$ cat config.mk
export PLATFORM = sky130hd
export DESIGN_NAME = bus_arbiter_6502_flat
export DESIGN_NICKNAME = d
export VERILOG_FILES = /design/src/rtl/bus_arbiter_6502_if.sv /design/src/rtl/bus_arbiter_6502.sv /design/src/flat_wrapper.sv
export SDC_FILE = /design/constraint.sdc
export NUM_CORES = 1
export LEC_CHECK = 0
export BUFFER_PORTS_ARGS = -buffer_cell sky130_fd_sc_hd__buf_2
export CORE_MARGIN = 3
export CORE_UTILIZATION = 50
export DETAILED_ROUTE_END_ITERATION = 6
export HOLD_SLACK_MARGIN = 0.12
export PLACE_DENSITY_LB_ADDON = 0.05
export REMOVE_ABC_BUFFERS = 1
export SYNTH_ARGS = -nofsm -noshare
export SYNTH_HDL_FRONTEND = slang
export SYNTH_SLANG_ARGS = --single-unit
export TNS_END_PERCENT = 1
$ cat constraint.sdc
create_clock -name clk -period 2.5 [get_ports clk]
set_input_delay 0.5 -clock clk [delete_from_list [all_inputs] [get_ports clk]]
set_output_delay 0.5 -clock clk [all_outputs]
set_load 0.005 [all_outputs]
$ cat src/rtl/bus_arbiter_6502_if.sv
// ---------------------------------------------------------------------------
// bus_arbiter_6502_if
//   Signal bundle between the bus arbiter, the chip_6502 core, the DMA
//   fetcher and the synchronous RAM port.
//   master : arbiter view (drives phi, CPU return path, DMA return path, RAM)
//   slave  : environment view (CPU, DMA engine and RAM drive the rest)
//   CPU  : cpu_ab, cpu_rw, cpu_dbo -> ; <- cpu_dbi, cpu_rdy, phi
//   DMA  : dma_req, dma_addr -> ; <- dma_gnt, dma_valid, dma_data
//   RAM  : <- mem_addr, mem_we, mem_wdata ; mem_rdata ->
// ---------------------------------------------------------------------------
interface bus_arbiter_6502_if;
  logic        phi;
  logic [15:0] cpu_ab;
  logic        cpu_rw;
  logic [7:0]  cpu_dbo;
  logic [7:0]  cpu_dbi;
  logic        cpu_rdy;
  logic        dma_req;
  logic [15:0] dma_addr;
  logic        dma_gnt;
  logic        dma_valid;
  logic [7:0]  dma_data;
  logic [15:0] mem_addr;
  logic        mem_we;
  logic [7:0]  mem_wdata;
  logic [7:0]  mem_rdata;

  modport master (
    input  cpu_ab, cpu_rw, cpu_dbo, dma_req, dma_addr, mem_rdata,
    output phi, cpu_dbi, cpu_rdy, dma_gnt, dma_valid, dma_data,
           mem_addr, mem_we, mem_wdata
  );

  modport slave (
    output cpu_ab, cpu_rw, cpu_dbo, dma_req, dma_addr, mem_rdata,
    input  phi, cpu_dbi, cpu_rdy, dma_gnt, dma_valid, dma_data,
           mem_addr, mem_we, mem_wdata
  );
endinterface

$ cat src/rtl/bus_arbiter_6502.sv
// ---------------------------------------------------------------------------
// bus_arbiter_6502
//   Generates the 6502 phi clock from the FPGA clock and shares one
//   synchronous RAM port between the CPU and a DMA read requester. Every phi
//   period is one bus slot of 2*PHI_HALF clk cycles; the owner of a slot is
//   chosen on the last clk of phi low. A DMA slot stalls the CPU via cpu_rdy.
//   CPU write slots are never stolen, and after DMA_MAX_BURST consecutive DMA
//   slots one CPU slot is forced.
// Ports
//   clk : FPGA clock, rising edge
//   res : synchronous active-low reset
//   bus : bus_arbiter_6502_if.master (CPU, DMA and RAM signals)
// ---------------------------------------------------------------------------
module bus_arbiter_6502 #(
  parameter int unsigned PHI_HALF      = 5,
  parameter int unsigned DMA_MAX_BURST = 4
) (
  input  logic                      clk,
  input  logic                      res,
  bus_arbiter_6502_if.master        bus
);

  localparam int unsigned SLOT = 2 * PHI_HALF;
  localparam int unsigned CW   = $clog2(SLOT);
  localparam int unsigned BW   = $clog2(DMA_MAX_BURST + 1);

  typedef enum logic {
    OWN_CPU = 1'b0,
    OWN_DMA = 1'b1
  } owner_t;

  owner_t        r_owner;
  owner_t        w_owner_nxt;

  logic [CW-1:0] r_cnt;
  logic [BW-1:0] r_burst;
  logic          r_phi;
  logic          r_wr_slot;
  logic          r_cpu_rdy;
  logic [7:0]    r_cpu_dbi;
  logic          r_dma_gnt;
  logic          r_dma_valid;
  logic [7:0]    r_dma_data;
  logic [15:0]   r_mem_addr;
  logic          r_mem_we;
  logic [7:0]    r_mem_wdata;

  logic          w_decide;
  logic          w_latch_wd;
  logic          w_last;
  logic          w_dma_win;

  // Slot timing points, all evaluated on the current count; the registered
  // actions become visible one clk later.
  assign w_decide   = (r_cnt == CW'(PHI_HALF - 1));
  assign w_latch_wd = (r_cnt == CW'(SLOT - 2));
  assign w_last     = (r_cnt == CW'(SLOT - 1));

  // A CPU write cycle cannot be stretched, so DMA only wins read slots.
  assign w_dma_win  = bus.dma_req && bus.cpu_rw &&
                      (r_burst < BW'(DMA_MAX_BURST));

  // Owner FSM: only changes at the decision point and then holds until the
  // next one, so it stays valid across the wrap into the next phi-low phase.
  always_comb begin
    w_owner_nxt = r_owner;
    if (w_decide) begin
      w_owner_nxt = w_dma_win ? OWN_DMA : OWN_CPU;
    end
  end

  always_ff @(posedge clk) begin
    if (!res) begin
      r_owner <= OWN_CPU;
    end else begin
      r_owner <= w_owner_nxt;
    end
  end

  always_ff @(posedge clk) begin
    if (!res) begin
      r_cnt       <= '0;
      r_burst     <= '0;
      r_phi       <= 1'b0;
      r_wr_slot   <= 1'b0;
      r_cpu_rdy   <= 1'b1;
      r_cpu_dbi   <= 8'hEA;
      r_dma_gnt   <= 1'b0;
      r_dma_valid <= 1'b0;
      r_dma_data  <= '0;
      r_mem_addr  <= '0;
      r_mem_we    <= 1'b0;
      r_mem_wdata <= '0;
    end else begin
      r_cnt       <= w_last ? '0 : r_cnt + 1'b1;
      r_phi       <= (r_cnt >= CW'(PHI_HALF));
      r_mem_we    <= 1'b0;
      r_dma_valid <= 1'b0;

      if (w_decide) begin
        if (w_dma_win) begin
          r_cpu_rdy  <= 1'b0;
          r_dma_gnt  <= 1'b1;
          r_mem_addr <= bus.dma_addr;
          r_burst    <= r_burst + 1'b1;
          r_wr_slot  <= 1'b0;
        end else begin
          r_cpu_rdy  <= 1'b1;
          r_mem_addr <= bus.cpu_ab;
          r_burst    <= '0;
          r_wr_slot  <= ~bus.cpu_rw;
        end
      end

      // Data and strobe are registered together so the single-clk write
      // lands on the last clk of phi high with stable data.
      if (w_latch_wd && (r_owner == OWN_CPU) && r_wr_slot) begin
        r_mem_wdata <= bus.cpu_dbo;
        r_mem_we    <= 1'b1;
      end

      if (w_last) begin
        if (r_owner == OWN_DMA) begin
          r_dma_data  <= bus.mem_rdata;
          r_dma_valid <= 1'b1;
          r_dma_gnt   <= 1'b0;
        end else if (!r_wr_slot) begin
          r_cpu_dbi   <= bus.mem_rdata;
        end
      end
    end
  end

  assign bus.phi       = r_phi;
  assign bus.cpu_rdy   = r_cpu_rdy;
  assign bus.cpu_dbi   = r_cpu_dbi;
  assign bus.dma_gnt   = r_dma_gnt;
  assign bus.dma_valid = r_dma_valid;
  assign bus.dma_data  = r_dma_data;
  assign bus.mem_addr  = r_mem_addr;
  assign bus.mem_we    = r_mem_we;
  assign bus.mem_wdata = r_mem_wdata;

endmodule
$ cat src/flat_wrapper.sv
// flat-port wrapper written by rule: the top's interface ports become plain ports
module bus_arbiter_6502_flat 
#(
  parameter int unsigned PHI_HALF      = 5,
  parameter int unsigned DMA_MAX_BURST = 4
)
  (clk, res, bus_cpu_ab, bus_cpu_rw, bus_cpu_dbo, bus_dma_req, bus_dma_addr, bus_mem_rdata, bus_phi, bus_cpu_dbi, bus_cpu_rdy, bus_dma_gnt, bus_dma_valid, bus_dma_data, bus_mem_addr, bus_mem_we, bus_mem_wdata);
  bus_arbiter_6502_if bus_i ();
  input  logic clk;
  input  logic res;
  input wire logic [$bits(bus_i.cpu_ab)-1:0] bus_cpu_ab;
  input wire logic [$bits(bus_i.cpu_rw)-1:0] bus_cpu_rw;
  input wire logic [$bits(bus_i.cpu_dbo)-1:0] bus_cpu_dbo;
  input wire logic [$bits(bus_i.dma_req)-1:0] bus_dma_req;
  input wire logic [$bits(bus_i.dma_addr)-1:0] bus_dma_addr;
  input wire logic [$bits(bus_i.mem_rdata)-1:0] bus_mem_rdata;
  output wire logic [$bits(bus_i.phi)-1:0] bus_phi;
  output wire logic [$bits(bus_i.cpu_dbi)-1:0] bus_cpu_dbi;
  output wire logic [$bits(bus_i.cpu_rdy)-1:0] bus_cpu_rdy;
  output wire logic [$bits(bus_i.dma_gnt)-1:0] bus_dma_gnt;
  output wire logic [$bits(bus_i.dma_valid)-1:0] bus_dma_valid;
  output wire logic [$bits(bus_i.dma_data)-1:0] bus_dma_data;
  output wire logic [$bits(bus_i.mem_addr)-1:0] bus_mem_addr;
  output wire logic [$bits(bus_i.mem_we)-1:0] bus_mem_we;
  output wire logic [$bits(bus_i.mem_wdata)-1:0] bus_mem_wdata;
  assign bus_i.cpu_ab = bus_cpu_ab;
  assign bus_i.cpu_rw = bus_cpu_rw;
  assign bus_i.cpu_dbo = bus_cpu_dbo;
  assign bus_i.dma_req = bus_dma_req;
  assign bus_i.dma_addr = bus_dma_addr;
  assign bus_i.mem_rdata = bus_mem_rdata;
  assign bus_phi = bus_i.phi;
  assign bus_cpu_dbi = bus_i.cpu_dbi;
  assign bus_cpu_rdy = bus_i.cpu_rdy;
  assign bus_dma_gnt = bus_i.dma_gnt;
  assign bus_dma_valid = bus_i.dma_valid;
  assign bus_dma_data = bus_i.dma_data;
  assign bus_mem_addr = bus_i.mem_addr;
  assign bus_mem_we = bus_i.mem_we;
  assign bus_mem_wdata = bus_i.mem_wdata;
  bus_arbiter_6502 #(.PHI_HALF(PHI_HALF), .DMA_MAX_BURST(DMA_MAX_BURST)) u_core (.clk(clk), .res(res), .bus(bus_i));
endmodule
-- After elaboration in Yosys (flattened, before gate mapping)
Cells that the tools add are included.
- word-level logic and storage cells: 43
- bits in registers: 54
- input port bits: 52
- output and inout bits: 45
- bitwise operators: 4
- reduce and logical (&&, ||, !) cells: 8
- add/subtract/negate cells: 2
- eq/ne operators: 3
- magnitude comparators: 2
- mux-type cells: 11
- operators with widths (cell ; count):
    $mux 16 ; 1
    $mux 1 ; 9
    $eq 4x4->1 const B ; 2
    $add 4x1->4 const B ; 1
    $eq 4x3->1 const B ; 1
    $ge 4x3->1 const B ; 1
    $logic_and 1x1->1 ; 4
    $not 1->1 ; 4
    $reduce_and 2->1 ; 2
    $add 3x1->3 const B ; 1
    $lt 3x3->1 const B ; 1
    $mux 3 ; 1
    $reduce_and 3->1 ; 1
    $reduce_or 2->1 ; 1

-- Longest topological paths before layout
- depth after elaboration: 6
- mapped depth: 6
- depth with buffers taken out: 5

-- Worst setup path before layout
Ideal clock, no wire load.
- kind: flip-flop to flip-flop
- start point: register u_core.r_cnt[1]
- end point: register u_core.r_cpu_dbi[0], in the netlist u_core.bus.cpu_dbi[0]
- arrival time: 1.319 ns
- setup time: 0.072 ns
- slack: 1.109 ns
- stages on the path, launching flop included: 6
- cell sequence: dfxtp_1 > inv_1 > ha_1 > nand3b_4 > nor3_4 > mux2i_1
- longest elaborated chain between the ends: 2
- RTL lines (what ; RTL line ; text):
    start: declaration ; bus_arbiter_6502.sv:35 ; logic [CW-1:0] r_cnt;
    start signal: assignment ; bus_arbiter_6502.sv:95 ; r_cnt <= w_last ? '0 : r_cnt + 1'b1;
    $eq 4x4->1 ; bus_arbiter_6502.sv:57 ; assign w_last = (r_cnt == CW'(SLOT - 1));
    $reduce_and 3->1 (no source line) ; n/a ;
    end signal: assignment ; bus_arbiter_6502.sv:128 ; r_cpu_dbi <= bus.mem_rdata;
    end: declaration ; bus_arbiter_6502.sv:40 ; logic [7:0] r_cpu_dbi;
Every way passes these cells.
A chain may end at the register's enable or synchronous reset.

-- Final worst setup path
- start point: register u_core.r_cnt[0]
- end point: register u_core.r_wr_slot
- longest elaborated chain between the ends: 1
- RTL lines (what ; RTL line ; text):
    $eq 4x3->1 ; bus_arbiter_6502.sv:55 ; assign w_decide = (r_cnt == CW'(PHI_HALF - 1));
    end signal: assignment ; bus_arbiter_6502.sv:111 ; r_wr_slot <= ~bus.cpu_rw;
    end: declaration ; bus_arbiter_6502.sv:38 ; logic r_wr_slot;
Every way passes these cells.

==> summary.md <==
| Metric | Value |
|---|---|
| CTS max path bufs | 2 |
| Total Routed Length | 4970 um |
| First drt pass iteration count | 4 |
| Die X-Extent | 72.54 um |
| Die ar. | 0.005261 mm^2 |
| Routability cong. | 0.7400 |
| Unrepaired setup endpoints after global routing | no |
| Max cap viols | 0 |
| Final setup TNS | 0 ns |
| Post-route design area | 0.002769 mm^2 |
| Fmax | 595.6 MHz |
| NetSw | 0.3685 mW |
| Vias in the first global route | 1833 |
| Sink Count | 54 |
| Post-CTS Resized | 0 |
| Clock slew at reported path FFs | 0.09 ns |
| CTS buffer count | 5 |
| First-pass GRT wire length | 7803 um |
| Met1 Routed Length | 2349 um |
| Worst path arrival time | 1.89 ns |
| Layout area overhead | 25.10% |
| I/O pin count | 97 |
| Cell Area, Placed | 0.002686 mm^2 |
| Seq/Total Area, Yosys | 48.84% |
| Synth cell types | 31 |
| Dpl cells | 386 |
| Syn. warnings | 0 |
| Met3 wire length | 293 um |
| Ant. Diodes | 0 |
| Mapped Avg Cell Area | 8.646 um^2 |
| Post-CTS Hold Fix Bufs | 0 |
| HP Class | in -> reg |
| Clk root buf | clkbuf_8 |
| Worst clock skew | 0.006087 ns |
| Final worst-path cycle share | 67.16% |
| Hold Vio Cnt, Final | 0 |
| Post-synth EDFFs | 0 |
| Status | completed |
| Gr ovfl total | 0 |
| Synth Instances | 256 |
| Initial Util | 53.41% |
| Clk_lat worst skew | 0.31 ns |
| Worst Path Required | 2.71 ns |
| Ys async rst share | 0% |
| Metal2 WL | 2253 um |
| Crit path kind | reg -> reg |
| FP Rows | 23 |
| Seq pwr share | 59.0% |
| Crit path time final | 1.679 ns |
| Max layer used | met4 |
| H-tree lvl count | 2 |
| Vias per std cell | 5.135 |
| Leakage | 1.344 nW |
| Synthesized area | 0.002213 mm^2 |
| Max-slew headroom | 54.53% |
| Initial antenna violation count | 0 |
| Gr usage total | 18.41% |
| Critical-path maximum fanout | 22 |
| Largest net degree at the start of global routing | 31 |
| Nets | 400 |
| Drt drc | 0 |
| Die Y | 72.54 um |
| Synth Register Bits | 54 |
| I/O Buffers | 96 |
| Wire per inst | 12.65 um |
| Setup violators final | 0 |
| Post-CTS setup buffer count | 0 |
| Final std cells w/o fill | 393 |
| DRT antenna net count | 0 |
| Pwr/cell area | 543.5 mW/mm^2 |
| Max rail drop VDD | 291.5 uV |
| Clock Power Share | 31.3% |
| Pint | 1.136 mW |
| Crit end category | flip-flop |
| Power share of the combinational group | 9.7% |
| Vias | 2018 |
| Post-DP HPWL | 3568 um |
| Sw Share | 24.49% |
| CTS tree | yes |
| Share of layout cells above drive strength 1 | 32.94% |
| Measured slew at the worst slew-check pin | 0.6820 ns |
| Top_reg_cell synth | dfxtp_1 |
| Core area | 0.004144 mm^2 |
| Pins Over Slew Limit | 0 |
| Startpoint Class | flip-flop |
| DRT iter0 DRCs | 108 |
-- synthesized netlist by cell type (3+ instances only) --
cell      count  area [um^2]
mux2i_1      16        160.2
a21oi_1      38        190.2
nand2_1      49        183.9
dfxtp_1      54         1081
nand3b_1      3        22.52
inv_1         3        11.26
ha_1          5        62.56
nand3_1      10        50.05
o21ai_0      25        125.1
nor2_1       15        56.30
buf_2         8        40.04
clkbuf_1      7        26.28
-- worst max-delay path, cell delays in order (launching register included) --
cell and delay [ns]:
dfxtp_1 0.35, inv_1 0.11, ha_1 0.20, and3b_1 0.61, nor2_1 0.08, a211oi_1 0.23
-- stage by stage --
stage	hold WS [ns]	power (mW)	util (%)	setup slack, ns
after CTS	0.4104	1.516	66.82	0.8057
after global placement	0.4396	1.053	64.82	0.8259
after floorplan	0.4354	0.9705	-	0.8588
after detailed placement	0.4444	1.054	64.82	0.7965
final	0.4209	1.505	66.82	0.8211
after global routing	0.4280	1.566	66.82	0.6616
-- layout by cell type, fill, tap and decap left out, types with 2 or more instances in the layout --
master and n:
ha_1 5, nand2_1 49, and3b_1 2, o21ai_0 25, and3_2 2, clkbuf_8 5
nand4b_1 2, a21oi_1 38, dfxtp_1 54, buf_2 96, nand3_1 10, inv_1 3
nor2_1 15, nand3b_1 3, buf_4 3, mux2i_1 16
-- kinds of logic after synthesis --
kind of cell	share of synthesized area (%)
AOI/OAI and AO/OA	15.66
DFF	48.84
muxes	7.236
buffers and inverters	4.692
and+or+nand+nor	20.75
adders and majority gates	2.826
-- area by class of cell --
cell class	instances	area (um^2)
fill	388	1375
sequential	54	1081
multi-input combinational	180	1028
timing repair buffer	99	503.0
clock buffer	5	68.82
tap	50	62.56
clock inverter	2	13.76
inverter	3	11.26
-- routing by layer --
metal	GRT usage (%)	up-vias
li1	-	1038
met1	24.72	911
met2	29.66	61
met3	3.186	8
met4	6.762	0
met5	0	-
-- worst paths after layout --
kind	endpoint	slack, ns	from	cells after the start
worst max-delay path	u_core.r_wr_slot	0.82	u_core.r_cnt[0]	5
worst max register to register	u_core.r_wr_slot	0.82	u_core.r_cnt[0]	5
worst min-delay path	u_core.bus.mem_addr[0]	0.42	bus_cpu_ab[0]	3
worst min register to register	u_core.bus.mem_wdata[3]	0.46	u_core.bus.mem_wdata[3]	2
-- registers in the layout, summed over array words and instances, names as in the netlist, 3 cells and up --
name,flops
u_core.bus.cpu_dbi,8
u_core.bus.dma_data,8
u_core.bus.mem_addr,16
u_core.bus.mem_wdata,8
u_core.r_burst,3
u_core.r_cnt,4
-- power by group through the flow --
stage	Combinational [mW]	Clock [mW]	Sequential, mW
floorplan	0.0627	0	0.908
global placement	0.145	0	0.909
detailed placement	0.146	0	0.908
CTS	0.146	0.481	0.889
global route	0.165	0.510	0.891
finish	0.146	0.471	0.889
Note: power is estimated with default switching activity, not from simulation.
